`src/rtl/vliw_pkg.sv`:
```
`default_nettype none
// ============================================================================
// Module      : vliw_pkg
// Description : Shared constants and types for the 4-slot VLIW issue stage.
//               Slot numbering: 0 LSU, 1 IXU1, 2 IXU2, 3 BRANCH.
// Revision    : 1.0 - initial release
// ============================================================================
package vliw_pkg;

    localparam int SLOT_LSU    = 0;
    localparam int SLOT_IXU1   = 1;
    localparam int SLOT_IXU2   = 2;
    localparam int SLOT_BRANCH = 3;

    localparam int NUM_SLOTS   = 4;
    localparam int NUM_REGS    = 32;

    typedef logic [4:0]           reg_idx_t;
    typedef logic [NUM_SLOTS-1:0] slot_vec_t;
    typedef logic [NUM_REGS-1:0]  reg_vec_t;

endpackage : vliw_pkg
`default_nettype wire

```
`src/rtl/reg_scoreboard_if.sv`:
```
`default_nettype none
// ============================================================================
// Module      : reg_scoreboard_if
// Description : Issue bundle and writeback bus between decode/execute and the
//               register scoreboard.
//   issue_valid / issue_ready : bundle handshake
//   slot_*                    : per-slot operand and destination fields
//   wb_en / wb_rd             : per-unit register-file writeback
//   master : decode/execute side, slave : scoreboard side
// Revision    : 1.0 - initial release
// ============================================================================
interface reg_scoreboard_if;
    import vliw_pkg::*;

    logic                         issue_valid;
    logic                         issue_ready;
    slot_vec_t                    slot_valid;
    reg_idx_t [NUM_SLOTS-1:0]     slot_rs1;
    slot_vec_t                    slot_rs1_use;
    reg_idx_t [NUM_SLOTS-1:0]     slot_rs2;
    slot_vec_t                    slot_rs2_use;
    reg_idx_t [NUM_SLOTS-1:0]     slot_rd;
    slot_vec_t                    slot_rd_use;
    slot_vec_t                    wb_en;
    reg_idx_t [NUM_SLOTS-1:0]     wb_rd;

    modport master (
        output issue_valid, slot_valid, slot_rs1, slot_rs1_use,
               slot_rs2, slot_rs2_use, slot_rd, slot_rd_use, wb_en, wb_rd,
        input  issue_ready
    );

    modport slave (
        input  issue_valid, slot_valid, slot_rs1, slot_rs1_use,
               slot_rs2, slot_rs2_use, slot_rd, slot_rd_use, wb_en, wb_rd,
        output issue_ready
    );

endinterface : reg_scoreboard_if
`default_nettype wire

```
`src/rtl/reg_scoreboard_hazard_chk.sv`:
```
`default_nettype none
// ============================================================================
// Module      : scoreboard_hazard_chk
// Description : Combinational hazard detection for one issue bundle.
//   i_busy        : registered busy vector
//   i_slot_*      : bundle fields
//   o_raw         : an effective source is busy
//   o_waw         : an effective destination is busy
//   o_dup         : two effective destinations share an index
//   o_dst_eff     : per-slot effective-destination mask
// Revision    : 1.0 - initial release
// ============================================================================
module scoreboard_hazard_chk
    import vliw_pkg::*;
(
    input  var reg_vec_t                  i_busy,
    input  var slot_vec_t                 i_slot_valid,
    input  var reg_idx_t [NUM_SLOTS-1:0]  i_slot_rs1,
    input  var slot_vec_t                 i_slot_rs1_use,
    input  var reg_idx_t [NUM_SLOTS-1:0]  i_slot_rs2,
    input  var slot_vec_t                 i_slot_rs2_use,
    input  var reg_idx_t [NUM_SLOTS-1:0]  i_slot_rd,
    input  var slot_vec_t                 i_slot_rd_use,
    output logic                          o_raw,
    output logic                          o_waw,
    output logic                          o_dup,
    output slot_vec_t                     o_dst_eff
);

    slot_vec_t w_src1_eff;
    slot_vec_t w_src2_eff;
    slot_vec_t w_dst_eff;

    // Register 0 is hardwired zero, so it is never an effective operand.
    always_comb begin
        w_src1_eff = '0;
        w_src2_eff = '0;
        w_dst_eff  = '0;
        for (int s = 0; s < NUM_SLOTS; s++) begin
            w_src1_eff[s] = i_slot_valid[s] & i_slot_rs1_use[s] & (i_slot_rs1[s] != '0);
            w_src2_eff[s] = i_slot_valid[s] & i_slot_rs2_use[s] & (i_slot_rs2[s] != '0);
            w_dst_eff[s]  = i_slot_valid[s] & i_slot_rd_use[s]  & (i_slot_rd[s]  != '0);
        end
    end

    always_comb begin
        o_raw = 1'b0;
        o_waw = 1'b0;
        o_dup = 1'b0;
        for (int s = 0; s < NUM_SLOTS; s++) begin
            if (w_src1_eff[s] && i_busy[i_slot_rs1[s]]) o_raw = 1'b1;
            if (w_src2_eff[s] && i_busy[i_slot_rs2[s]]) o_raw = 1'b1;
            if (w_dst_eff[s]  && i_busy[i_slot_rd[s]])  o_waw = 1'b1;
            for (int t = s + 1; t < NUM_SLOTS; t++) begin
                if (w_dst_eff[s] && w_dst_eff[t] && (i_slot_rd[s] == i_slot_rd[t]))
                    o_dup = 1'b1;
            end
        end
    end

    assign o_dst_eff = w_dst_eff;

endmodule : scoreboard_hazard_chk
`default_nettype wire

```
`src/rtl/reg_scoreboard.sv`:
```
`default_nettype none
// ============================================================================
// Module      : reg_scoreboard
// Description : Issue-stage register scoreboard. Tracks a busy bit per
//               architectural register with a write in flight, holds off
//               hazarding bundles and clears bits on unit writeback.
//   clk, rst        : clock, asynchronous active-high reset
//   bus             : issue bundle + writeback interface (slave side)
//   busy            : registered busy vector, bit 0 always 0
//   outstanding     : popcount of busy
//   dup_rd_err      : sticky, bundle had a duplicate nonzero rd
//   spurious_wb_err : sticky, writeback to a non-busy register
//   stall_cycles    : saturating count of stalled issue cycles
// Revision    : 1.0 - initial release
// ============================================================================
module reg_scoreboard
    import vliw_pkg::*;
#(
    parameter int STALL_CNT_W = 16
) (
    input  wire logic              clk,
    input  wire logic              rst,
    reg_scoreboard_if.slave        bus,
    output logic [NUM_REGS-1:0]    busy,
    output logic [5:0]             outstanding,
    output logic                   dup_rd_err,
    output logic                   spurious_wb_err,
    output logic [STALL_CNT_W-1:0] stall_cycles
);

    reg_vec_t               r_busy;
    logic [5:0]             r_outstanding;
    logic                   r_dup_rd_err;
    logic                   r_spurious_wb_err;
    logic [STALL_CNT_W-1:0] r_stall_cycles;

    logic      w_raw;
    logic      w_waw;
    logic      w_dup;
    slot_vec_t w_dst_eff;
    logic      w_ready;
    logic      w_fire;
    reg_vec_t  w_set;
    reg_vec_t  w_clr;
    reg_vec_t  w_busy_nxt;
    logic      w_spurious;
    logic [5:0] w_outstanding_nxt;

    scoreboard_hazard_chk u_hazard_chk (
        .i_busy         (r_busy),
        .i_slot_valid   (bus.slot_valid),
        .i_slot_rs1     (bus.slot_rs1),
        .i_slot_rs1_use (bus.slot_rs1_use),
        .i_slot_rs2     (bus.slot_rs2),
        .i_slot_rs2_use (bus.slot_rs2_use),
        .i_slot_rd      (bus.slot_rd),
        .i_slot_rd_use  (bus.slot_rd_use),
        .o_raw          (w_raw),
        .o_waw          (w_waw),
        .o_dup          (w_dup),
        .o_dst_eff      (w_dst_eff)
    );

    assign w_ready         = ~(w_raw | w_waw | w_dup);
    assign w_fire          = bus.issue_valid & w_ready;
    assign bus.issue_ready = w_ready;

    // Clears are evaluated against the registered busy vector, so a
    // writeback to a bit being set in this same cycle is spurious; the set
    // is then applied last and wins.
    always_comb begin
        w_set      = '0;
        w_clr      = '0;
        w_spurious = 1'b0;
        for (int s = 0; s < NUM_SLOTS; s++) begin
            if (w_fire && w_dst_eff[s])
                w_set[bus.slot_rd[s]] = 1'b1;
            if (bus.wb_en[s] && (bus.wb_rd[s] != '0)) begin
                w_clr[bus.wb_rd[s]] = 1'b1;
                if (!r_busy[bus.wb_rd[s]])
                    w_spurious = 1'b1;
            end
        end
        w_busy_nxt    = (r_busy & ~w_clr) | w_set;
        w_busy_nxt[0] = 1'b0;
    end

    assign w_outstanding_nxt = 6'($countones(w_busy_nxt));

    always_ff @(posedge clk or posedge rst) begin
        if (rst) begin
            r_busy            <= '0;
            r_outstanding     <= '0;
            r_dup_rd_err      <= 1'b0;
            r_spurious_wb_err <= 1'b0;
            r_stall_cycles    <= '0;
        end else begin
            r_busy        <= w_busy_nxt;
            r_outstanding <= w_outstanding_nxt;
            if (bus.issue_valid && w_dup)
                r_dup_rd_err <= 1'b1;
            if (w_spurious)
                r_spurious_wb_err <= 1'b1;
            if (bus.issue_valid && !w_ready && (r_stall_cycles != '1))
                r_stall_cycles <= r_stall_cycles + 1'b1;
        end
    end

    assign busy            = r_busy;
    assign outstanding     = r_outstanding;
    assign dup_rd_err      = r_dup_rd_err;
    assign spurious_wb_err = r_spurious_wb_err;
    assign stall_cycles    = r_stall_cycles;

endmodule : reg_scoreboard
`default_nettype wire

```
`src/flat_wrapper.sv`:
```
// flat-port wrapper written by rule: the top's interface ports become plain ports
module reg_scoreboard_flat import vliw_pkg::*;
#(
    parameter int STALL_CNT_W = 16
)
  (clk, rst, busy, outstanding, dup_rd_err, spurious_wb_err, stall_cycles, bus_issue_valid, bus_slot_valid, bus_slot_rs1, bus_slot_rs1_use, bus_slot_rs2, bus_slot_rs2_use, bus_slot_rd, bus_slot_rd_use, bus_wb_en, bus_wb_rd, bus_issue_ready);
  reg_scoreboard_if bus_i ();
  input  wire logic clk;
  input  wire logic rst;
  output logic [NUM_REGS-1:0] busy;
  output logic [5:0] outstanding;
  output logic dup_rd_err;
  output logic spurious_wb_err;
  output logic [STALL_CNT_W-1:0] stall_cycles;
  input wire logic [$bits(bus_i.issue_valid)-1:0] bus_issue_valid;
  input wire logic [$bits(bus_i.slot_valid)-1:0] bus_slot_valid;
  input wire logic [$bits(bus_i.slot_rs1)-1:0] bus_slot_rs1;
  input wire logic [$bits(bus_i.slot_rs1_use)-1:0] bus_slot_rs1_use;
  input wire logic [$bits(bus_i.slot_rs2)-1:0] bus_slot_rs2;
  input wire logic [$bits(bus_i.slot_rs2_use)-1:0] bus_slot_rs2_use;
  input wire logic [$bits(bus_i.slot_rd)-1:0] bus_slot_rd;
  input wire logic [$bits(bus_i.slot_rd_use)-1:0] bus_slot_rd_use;
  input wire logic [$bits(bus_i.wb_en)-1:0] bus_wb_en;
  input wire logic [$bits(bus_i.wb_rd)-1:0] bus_wb_rd;
  output wire logic [$bits(bus_i.issue_ready)-1:0] bus_issue_ready;
  assign bus_i.issue_valid = bus_issue_valid;
  assign bus_i.slot_valid = bus_slot_valid;
  assign bus_i.slot_rs1 = bus_slot_rs1;
  assign bus_i.slot_rs1_use = bus_slot_rs1_use;
  assign bus_i.slot_rs2 = bus_slot_rs2;
  assign bus_i.slot_rs2_use = bus_slot_rs2_use;
  assign bus_i.slot_rd = bus_slot_rd;
  assign bus_i.slot_rd_use = bus_slot_rd_use;
  assign bus_i.wb_en = bus_wb_en;
  assign bus_i.wb_rd = bus_wb_rd;
  assign bus_issue_ready = bus_i.issue_ready;
  reg_scoreboard #(.STALL_CNT_W(STALL_CNT_W)) u_core (.clk(clk), .rst(rst), .bus(bus_i), .busy(busy), .outstanding(outstanding), .dup_rd_err(dup_rd_err), .spurious_wb_err(spurious_wb_err), .stall_cycles(stall_cycles));
endmodule
```
`config.mk`:
```
export PLATFORM = sky130hd
export DESIGN_NAME = reg_scoreboard_flat
export DESIGN_NICKNAME = d
export VERILOG_FILES = /design/src/rtl/vliw_pkg.sv /design/src/rtl/reg_scoreboard_if.sv /design/src/rtl/reg_scoreboard_hazard_chk.sv /design/src/rtl/reg_scoreboard.sv /design/src/flat_wrapper.sv
export SDC_FILE = /design/constraint.sdc
export NUM_CORES = 1
export LEC_CHECK = 0
export BUFFER_PORTS_ARGS = -buffer_cell sky130_fd_sc_hd__buf_2
export CAP_MARGIN = 20
export CORE_AREA = 2 2 172 174
export CTS_CLUSTER_SIZE = 14
export DETAILED_ROUTE_END_ITERATION = 8
export DIE_AREA = 0 0 174 176
export PLACE_DENSITY_LB_ADDON = 0.15
export SYNTH_ARGS = -nofsm -noshare
export SYNTH_HDL_FRONTEND = slang
export SYNTH_SLANG_ARGS = --single-unit
```
`constraint.sdc`:
```
create_clock -name clk -period 8.6 [get_ports clk]
set_input_delay 0.43 -clock clk [delete_from_list [all_inputs] [get_ports clk]]
set_output_delay 0.43 -clock clk [all_outputs]
set_load 0.01 [all_outputs]
```
* After elaboration in Yosys (flattened, before gate mapping)
Cells that the tools add are included.
** Storage, ports and cells
- Output and inout port bits :: 57
- Word-level logic and storage cells :: 245
- Bits of input ports :: 103
- Register bits :: 55
** Operators by class
- $lt $le $gt $ge :: 24
- Muxes and demuxes :: 82
- Add/subtract/negate cells :: 31
- Equal/unequal tests :: 7
- Reductions and logical operators :: 59
- Bitwise logic cells :: 37
** Operators by type and width (count)
- 32-bit 2-to-1 mux :: 8
- 32-bit OR :: 7
- 5-bit by 6-bit less-than comparator with 1-bit output (second input constant) :: 16
- 6-bit adder :: 14
- 1-bit binary-select mux with 5-bit select :: 16
- 5-bit nonzero test :: 16
- 1-bit 2-to-1 mux :: 50
- 1-bit logical AND :: 43
- 1-bit demux with 5-bit select :: 8
- 5-bit by 1-bit greater-or-equal comparator with 1-bit output (second input constant) :: 8
- 32-bit AND :: 1
- 32-bit NOT :: 1
- 1-bit by 1-bit adder with 2-bit output :: 15
- 5-bit equality test :: 6
- 1-bit AND :: 25
- 16-bit by 1-bit adder with 16-bit output (second input constant) :: 1
- 16-bit inequality test (second input constant) :: 1
- 1-bit by 6-bit adder with 6-bit output :: 1
- 1-bit OR :: 2
- 1-bit NOT :: 1

* Longest topological paths before layout
- Depth in word-level cells :: 29
- Gate-level depth with buffers :: 29
- Gate-level depth less buffers :: 25

* By module
A second synthesis with hierarchy kept.
** Second synthesis, totals
- Cell total of the unflattened synthesis :: 1044
- Area total of the unflattened synthesis :: 9888.2 um^2
** Modules (own cells, without submodules)
- reg_scoreboard :: times used 1, area an instance 6067.1 um^2, seq. area each 1376.3 um^2, cells each 702
- scoreboard_hazard_chk :: times used 1, area an instance 3821.2 um^2, seq. area each 0.0 um^2, cells each 342

* Worst setup path before layout
OpenSTA, ideal clock, no wires.
- Kind :: input port to flip-flop
- Start point :: input bus_slot_rd[5]
- End point :: register u_core.r_outstanding[4], in the netlist u_core.outstanding[4]
- Setup slack :: 1.999 ns
- Data required time :: 8.477 ns
- Setup time :: 0.123 ns
- Buffers on the path :: 3
- Stages on the path :: 28
- Arrival time :: 6.478 ns
- Path through :: buf_1 mux2_2 a222oi_1 nand4_1 nand2_1 a21oi_1 nor4_1 nand4_1 buf_2 clkbuf_1 o32ai_1 ha_1 fa_1 inv_1 fa_1 fa_1 inv_1 fa_1 inv_1 fa_1 inv_1 ha_1 inv_1 fa_1 inv_1 a21o_1 a21oi_1 xnor2_1
** On the way
- Longest elaborated chain between the ends :: 27
- Elaborated cells between the ends (all ways) :: 74
- Classes of those cells :: add/sub (30); order compare (2); eq/ne (3); mux (17); bitwise (9); reduce/logical (13)
** RTL lines
- start: declaration :: RTL line flat_wrapper.sv:21 : input wire logic [$bits(bus_i.slot_rd)-1:0] bus_slot_rd;
- parallel branches: the longest is 20 deep, another holds 32-bit 2-to-1 mux
- 32-bit 2-to-1 mux * :: RTL line reg_scoreboard.sv:76 : if (w_fire && w_dst_eff[s])
- 32-bit OR * :: RTL line reg_scoreboard.sv:84 : w_busy_nxt = (r_busy & ~w_clr) | w_set;
- named net u_core.w_busy_nxt[22] :: RTL line reg_scoreboard.sv:45 : reg_vec_t w_busy_nxt;
- 1-bit by 1-bit adder with 2-bit output (not written as such) * :: RTL line reg_scoreboard.sv:88 : assign w_outstanding_nxt = 6'($countones(w_busy_nxt));
- 6-bit adder (not written as such) * (4 in series) :: RTL line reg_scoreboard.sv:88
- named net u_core.w_outstanding_nxt[4] :: RTL line reg_scoreboard.sv:47 : logic [5:0] w_outstanding_nxt;
- end signal: assignment :: RTL line reg_scoreboard.sv:99 : r_outstanding <= w_outstanding_nxt;
- end: declaration :: RTL line reg_scoreboard.sv:32 : logic [5:0] r_outstanding;
Mark *: on every way through the listed nets, which the timed path passes. The select of a mux whose other input is x is not followed.
A chain may end at the register's enable or synchronous reset.

* Final worst setup path
- Start point :: register u_core.r_busy[22], in the netlist u_core.busy[22]
- End point :: register u_core.r_outstanding[4], in the netlist u_core.outstanding[4]
** On the way
- Longest elaborated chain between the ends :: 29
- Elaborated cells between the ends (all ways) :: 95
- Classes of those cells :: add/sub (30); mux (40); bitwise (9); reduce/logical (16)
** RTL lines
- start: declaration :: RTL line reg_scoreboard.sv:31 : reg_vec_t r_busy;
- start signal: assignment :: RTL line reg_scoreboard.sv:98 : r_busy <= w_busy_nxt;
- 1-bit binary-select mux with 5-bit select :: RTL line reg_scoreboard_hazard_chk.sv:51 : if (w_src1_eff[s] && i_busy[i_slot_rs1[s]]) o_raw = 1'b1;
- 1-bit 2-to-1 mux (not written as such) :: RTL line reg_scoreboard_hazard_chk.sv:51
- 1-bit logical AND :: RTL line reg_scoreboard_hazard_chk.sv:51
- 1-bit 2-to-1 mux :: RTL line reg_scoreboard_hazard_chk.sv:51
- 1-bit 2-to-1 mux :: RTL line reg_scoreboard_hazard_chk.sv:52 : if (w_src2_eff[s] && i_busy[i_slot_rs2[s]]) o_raw = 1'b1;
- 1-bit 2-to-1 mux :: RTL line reg_scoreboard_hazard_chk.sv:51
- 1-bit 2-to-1 mux :: RTL line reg_scoreboard_hazard_chk.sv:52
- 1-bit 2-to-1 mux :: RTL line reg_scoreboard_hazard_chk.sv:51
- (+12 left out)
- 32-bit 2-to-1 mux :: RTL line reg_scoreboard.sv:76
- 32-bit OR (no line)
- 32-bit 2-to-1 mux * :: RTL line reg_scoreboard.sv:76
- 32-bit OR * :: RTL line reg_scoreboard.sv:84
- named net u_core.w_busy_nxt[23] :: RTL line reg_scoreboard.sv:45
- 1-bit by 1-bit adder with 2-bit output (not written as such) * :: RTL line reg_scoreboard.sv:88
- 6-bit adder (not written as such) * (4 in series) :: RTL line reg_scoreboard.sv:88
- named net u_core.w_outstanding_nxt[4] :: RTL line reg_scoreboard.sv:47
Mark *: on every way through the listed nets, which the timed path passes. The rest lies on a longest branch. The select of a mux whose other input is x is not followed.

==> impl_results.html <==
<table>
<tr><th>Metric</th><th>Value</th></tr>
<tr><th colspan="2">Outcome</th></tr>
<tr><td>Status</td><td>completed</td></tr>
<tr><th colspan="2">Power and ir drop</th></tr>
<tr><td>Reported leakage power</td><td>4.377 nW</td></tr>
<tr><td>Power share of the sequential group</td><td>25.9%</td></tr>
<tr><td>Power density over the cells</td><td>159.4 nW/µm²</td></tr>
<tr><td>Fraction of power spent switching nets</td><td>47.22%</td></tr>
<tr><td>Switching power</td><td>0.0008327 W</td></tr>
<tr><td>Max rail drop VDD</td><td>157.0 µV</td></tr>
<tr><td>Total power of the final layout</td><td>0.001763 W</td></tr>
<tr><td>Combinational share of power</td><td>60.1%</td></tr>
<tr><td>Int Pwr</td><td>0.0009307 W</td></tr>
<tr><td>Clk pwr share</td><td>13.9%</td></tr>
<tr><th colspan="2">STA</th></tr>
<tr><td>Max Slew Vio Count</td><td>0</td></tr>
<tr><td>Setup Total Neg Slack</td><td>0 ns</td></tr>
<tr><td>Max-Slew Margin vs Limit</td><td>24.24%</td></tr>
<tr><td># setup viols final</td><td>0</td></tr>
<tr><td>Unrepaired setup endpoints after global routing</td><td>no</td></tr>
<tr><td>Final worst-path cycle share</td><td>86.56%</td></tr>
<tr><td>Transition time at the pin with the least slew margin</td><td>1.128 ns</td></tr>
<tr><td>Max Clk Rate</td><td>0.1343 GHz</td></tr>
<tr><td>Final Hold Fails</td><td>0</td></tr>
<tr><td>Shortest clock period the worst path allows after layout</td><td>7.444 ns</td></tr>
<tr><td>Worst-case clock skew</td><td>0.008727 ns</td></tr>
<tr><th colspan="2">Global route</th></tr>
<tr><td>Busiest grt layer</td><td>met2</td></tr>
<tr><td>Antenna violations before repair</td><td>0</td></tr>
<tr><td>Largest net degree at the start of global routing</td><td>56</td></tr>
<tr><td>Met3 layer usage reported by global route</td><td>5.771%</td></tr>
<tr><td>Met1 track demand over resource in global routing</td><td>38.81%</td></tr>
<tr><td>Wire length of the first global-routing pass</td><td>66260 µm</td></tr>
<tr><td>GRT Overall Usage</td><td>28.41%</td></tr>
<tr><td>Via count of the first global-routing pass</td><td>10241</td></tr>
<tr><td>Global-route track usage on met2</td><td>43.09%</td></tr>
<tr><td>Remaining Overflow, GRT</td><td>0</td></tr>
<tr><th colspan="2">Yosys</th></tr>
<tr><td>Post-synthesis share of cell area spent on and, or, nand and nor gates</td><td>18.22%</td></tr>
<tr><td>Number of distinct standard cells referenced by the synthesized netlist</td><td>70</td></tr>
<tr><td>Primary FF master, synth</td><td>dfrtp_1</td></tr>
<tr><td>Post-synthesis mux area share</td><td>29.69%</td></tr>
<tr><td>Compound-gate portion of the synthesized area</td><td>18.71%</td></tr>
<tr><td>Netlist Area Pre-Place</td><td>9928 µm²</td></tr>
<tr><td>Fraction of synthesis flops using an asynchronous set or reset pin</td><td>100.0%</td></tr>
<tr><td>Syn. warnings</td><td>0</td></tr>
<tr><td>Instance count of the mapped netlist</td><td>1102</td></tr>
<tr><td>Combinational family with the most area after synthesis</td><td>multiplexers</td></tr>
<tr><td>Area share of xor/xnor cells in the synthesized design</td><td>4.058%</td></tr>
<tr><td>Synth Register Bits</td><td>55</td></tr>
<tr><td>Post-synthesis adder-cell area fraction</td><td>8.066%</td></tr>
<tr><td>Syn_nets</td><td>1254</td></tr>
<tr><td>Post-synth EDFFs</td><td>0</td></tr>
<tr><td>Sequential cell area fraction in the yosys report</td><td>13.86%</td></tr>
<tr><td>Mean post-synth cell area</td><td>9.009 µm²</td></tr>
<tr><th colspan="2">Critical path</th></tr>
<tr><td>Destination of the critical timing path</td><td>u_core.outstanding[4]</td></tr>
<tr><td>Worst reg2reg path endpoint</td><td>u_core.outstanding[4]</td></tr>
<tr><td>Register-to-register path setup slack</td><td>1.16 ns</td></tr>
<tr><td>Type of element capturing the critical path</td><td>flip-flop</td></tr>
<tr><td>FF-to-FF path depth</td><td>26</td></tr>
<tr><td>Crit path DAT</td><td>7.64 ns</td></tr>
<tr><td>Class of the most critical setup path</td><td>reg2reg</td></tr>
<tr><td>Start point of the critical path</td><td>u_core.busy[22]</td></tr>
<tr><td>Critical path data required time</td><td>8.79 ns</td></tr>
<tr><td>Startpoint type of the worst setup path</td><td>flip-flop</td></tr>
<tr><td>Critical register-to-register path startpoint</td><td>u_core.busy[22]</td></tr>
<tr><td>CP Max Fanout</td><td>47</td></tr>
<tr><th colspan="2">Placed design</th></tr>
<tr><td>RD Place Congestion</td><td>1.003</td></tr>
<tr><td>Quantity of I/O buffers inserted on ports</td><td>158</td></tr>
<tr><td>Placed wire-length estimate after detailed placement</td><td>31390 µm</td></tr>
<tr><td>Post-DP Area</td><td>10890 µm²</td></tr>
<tr><th colspan="2">Drt</th></tr>
<tr><td>DRC errors left</td><td>0</td></tr>
<tr><td>Routed wire per std cell</td><td>28.32 µm</td></tr>
<tr><td>Ratio of routed vias to standard cells</td><td>6.694</td></tr>
<tr><td>Post-Route WL</td><td>44120 µm</td></tr>
<tr><td>Count of antenna-violating nets left after detailed routing</td><td>0</td></tr>
<tr><td>Vias after detailed routing</td><td>10430</td></tr>
<tr><td>Drt first pass iters</td><td>8</td></tr>
<tr><td>Violation count after the first detailed-route iteration</td><td>1301</td></tr>
<tr><th colspan="2">Layout</th></tr>
<tr><td>Most common cell after layout, fill and taps aside</td><td>buf_2</td></tr>
<tr><td>Filler cell count</td><td>3043</td></tr>
<tr><td>Antenna diode count</td><td>0</td></tr>
<tr><td>Share of the core filled with cells</td><td>38.76%</td></tr>
<tr><td>Layout-stage area growth over the synthesis result</td><td>11.46%</td></tr>
<tr><td>Highest-count cells in the layout ignoring fill and taps</td><td>159 x buf_2, 99 x mux4_2, 74 x nand2_1</td></tr>
<tr><td>NumNets Final</td><td>1325</td></tr>
<tr><td>Share of final-layout standard cells stronger than drive strength 1</td><td>28.11%</td></tr>
<tr><td>Summed area of non-filler cells in the final layout</td><td>11070 µm²</td></tr>
<tr><td>Total area of multi-input combinational cells</td><td>7823 µm²</td></tr>
<tr><td>FF/Latch Area</td><td>1376 µm²</td></tr>
<tr><th colspan="2">Clock tree</th></tr>
<tr><td>TritonCTS clock tree</td><td>done</td></tr>
<tr><td>Clock root buffer master</td><td>clkbuf_16</td></tr>
<tr><td>Number of sinks on the clock net</td><td>55</td></tr>
<tr><td>Num CTS Buffers</td><td>5</td></tr>
<tr><td>H-Tree Level Count</td><td>2</td></tr>
<tr><td># hold bufs at CTS</td><td>0</td></tr>
<tr><td>Clock-pin slew of the registers on the worst-case setup and hold paths</td><td>0.07 ns</td></tr>
<tr><td>Insertion delay of the later-clocked pin in the worst-skew pair</td><td>0.31 ns</td></tr>
<tr><td>Resized cells post-CTS</td><td>0</td></tr>
<tr><td>Post CTS Setup Buffer Count</td><td>0</td></tr>
<tr><td>Buffer levels on the longest clock path</td><td>2</td></tr>
<tr><th colspan="2">Floorplanning</th></tr>
<tr><td>Die span in y</td><td>176 µm</td></tr>
<tr><td>CORE AREA</td><td>28550 µm²</td></tr>
<tr><td>Site row count</td><td>62</td></tr>
<tr><td>Starting density of the core</td><td>34.78%</td></tr>
<tr><td>Horizontal die dimension</td><td>174 µm</td></tr>
<tr><td>Area of the die</td><td>30620 µm²</td></tr>
<tr><td>Boundary pin count</td><td>160</td></tr>
<tr><th colspan="2">Worst hold path</th></tr>
<tr><td>Worst min-delay path class</td><td>in2async</td></tr>
<tr><th colspan="2">Flow run</th></tr>
<tr><td>Max Cap Violations</td><td>0</td></tr>
</table>
## per-stage QoR
| step | hold WS [ns] | setup slack [ns] | cells |
|---|---|---|---|
| after detailed placement | 0.4608 | 1.133 | 1550 |
| after global placement | 0.4599 | 1.199 | 1549 |
| final | 0.3071 | 1.156 | 1558 |
| after floorplan | 0.4932 | 1.999 | 1102 |
| after CTS | 0.3422 | 1.260 | 1558 |
| after global routing | 0.3741 | 0.8274 | 1558 |
## sequential cells by signal, indices dropped and copies added, names as in the netlist
| signal | flops |
|---|---|
| u_core.busy | 31 |
| u_core.dup_rd_err | 1 |
| u_core.outstanding | 6 |
| u_core.spurious_wb_err | 1 |
| u_core.stall_cycles | 16 |
## synth_stat cells (24+ instances only)
cell      count  area share (%)
dfrtp_1      55              14
ha_1         24             3.0
a21oi_1      39             2.0
nor2_1       38             1.4
clkbuf_1     78             2.9
fa_1         25             5.0
mux2_2       34             3.9
o21ai_0      36             1.8
nand3_1      46             2.3
o22ai_1      69             4.3
nor2b_1      26             1.6
mux2i_1      32             3.2
mux4_2       99              22
inv_1        65             2.5
nand2_1      74             2.8
xnor2_1      32             2.8
a221oi_1     39             3.4
## worst min-delay path by stage
stage                                start  slack, ns                 endpoint  cells after the start
floorplan                u_core.dup_rd_err       0.49        u_core.dup_rd_err                      1
CTS                                    rst       0.34  u_core.stall_cycles[12]                      3
finish                                 rst       0.31  u_core.stall_cycles[12]                      3
detailed placement  u_core.spurious_wb_err       0.46   u_core.spurious_wb_err                      1
global route                           rst       0.37  u_core.stall_cycles[12]                      3
global placement    u_core.spurious_wb_err       0.46   u_core.spurious_wb_err                      1
## kinds of logic (layout without fill, tap and decap cells)
| family | Yosys count | in the layout |
|---|---|---|
| simple gates | 334 | 334 |
| compound gates | 268 | 268 |
| buf+inv | 183 | 255 |
| mux | 166 | 166 |
| flops | 55 | 55 |
| fa+ha+maj | 49 | 49 |
| xor+xnor | 46 | 46 |
| other cells | 1 | 1 |
## critical path, cell delays in order (launching register included)
cell and delay, ns:
dfrtp_1 0.66, buf_4 0.32, mux4_2 0.46, mux4_2 0.45
o22ai_1 0.14, o311ai_1 0.20, a211oi_1 0.22, nand4_1 0.14
buf_4 0.29, o32ai_1 0.29, ha_1 0.34, fa_1 0.55
inv_1 0.05, fa_1 0.47, fa_1 0.55, inv_1 0.06
fa_1 0.54, inv_1 0.06, fa_1 0.45, inv_1 0.08
ha_1 0.16, inv_1 0.05, fa_1 0.39, inv_1 0.07
a21o_1 0.10, a21oi_1 0.07, xnor2_1 0.13
## final cells by class
| type | instances | share of cell area, % |
|---|---|---|
| Tap cell | 384 | 4.342 |
| Sequential cell | 55 | 12.44 |
| Clock inverter | 2 | 0.3166 |
| Inverter | 65 | 2.205 |
| Multi-Input combinational cell | 864 | 70.69 |
| Timing Repair Buffer | 182 | 8.752 |
| Clock buffer | 6 | 1.255 |
## routing by layer
metal / wire [µm] / up-vias
met5: 0 / -
met4: 2412 / 0
met3: 4757 / 159
met2: 19140 / 783
met1: 17820 / 5040
li1: - / 4448
## power groups by stage
stage / logic [W] / clock network (W) / registers [W]
6_report: 0.00106 / 0.000245 / 0.000457
5_1_grt: 0.00119 / 0.000264 / 0.000460
4_1_cts: 0.00107 / 0.000253 / 0.000450
3_5_place_dp: 0.00105 / 0 / 0.000454
3_3_place_gp: 0.00106 / 0 / 0.000454
2_1_floorplan: 0.000747 / 0 / 0.000383
(Power assumes the default switching activity.)
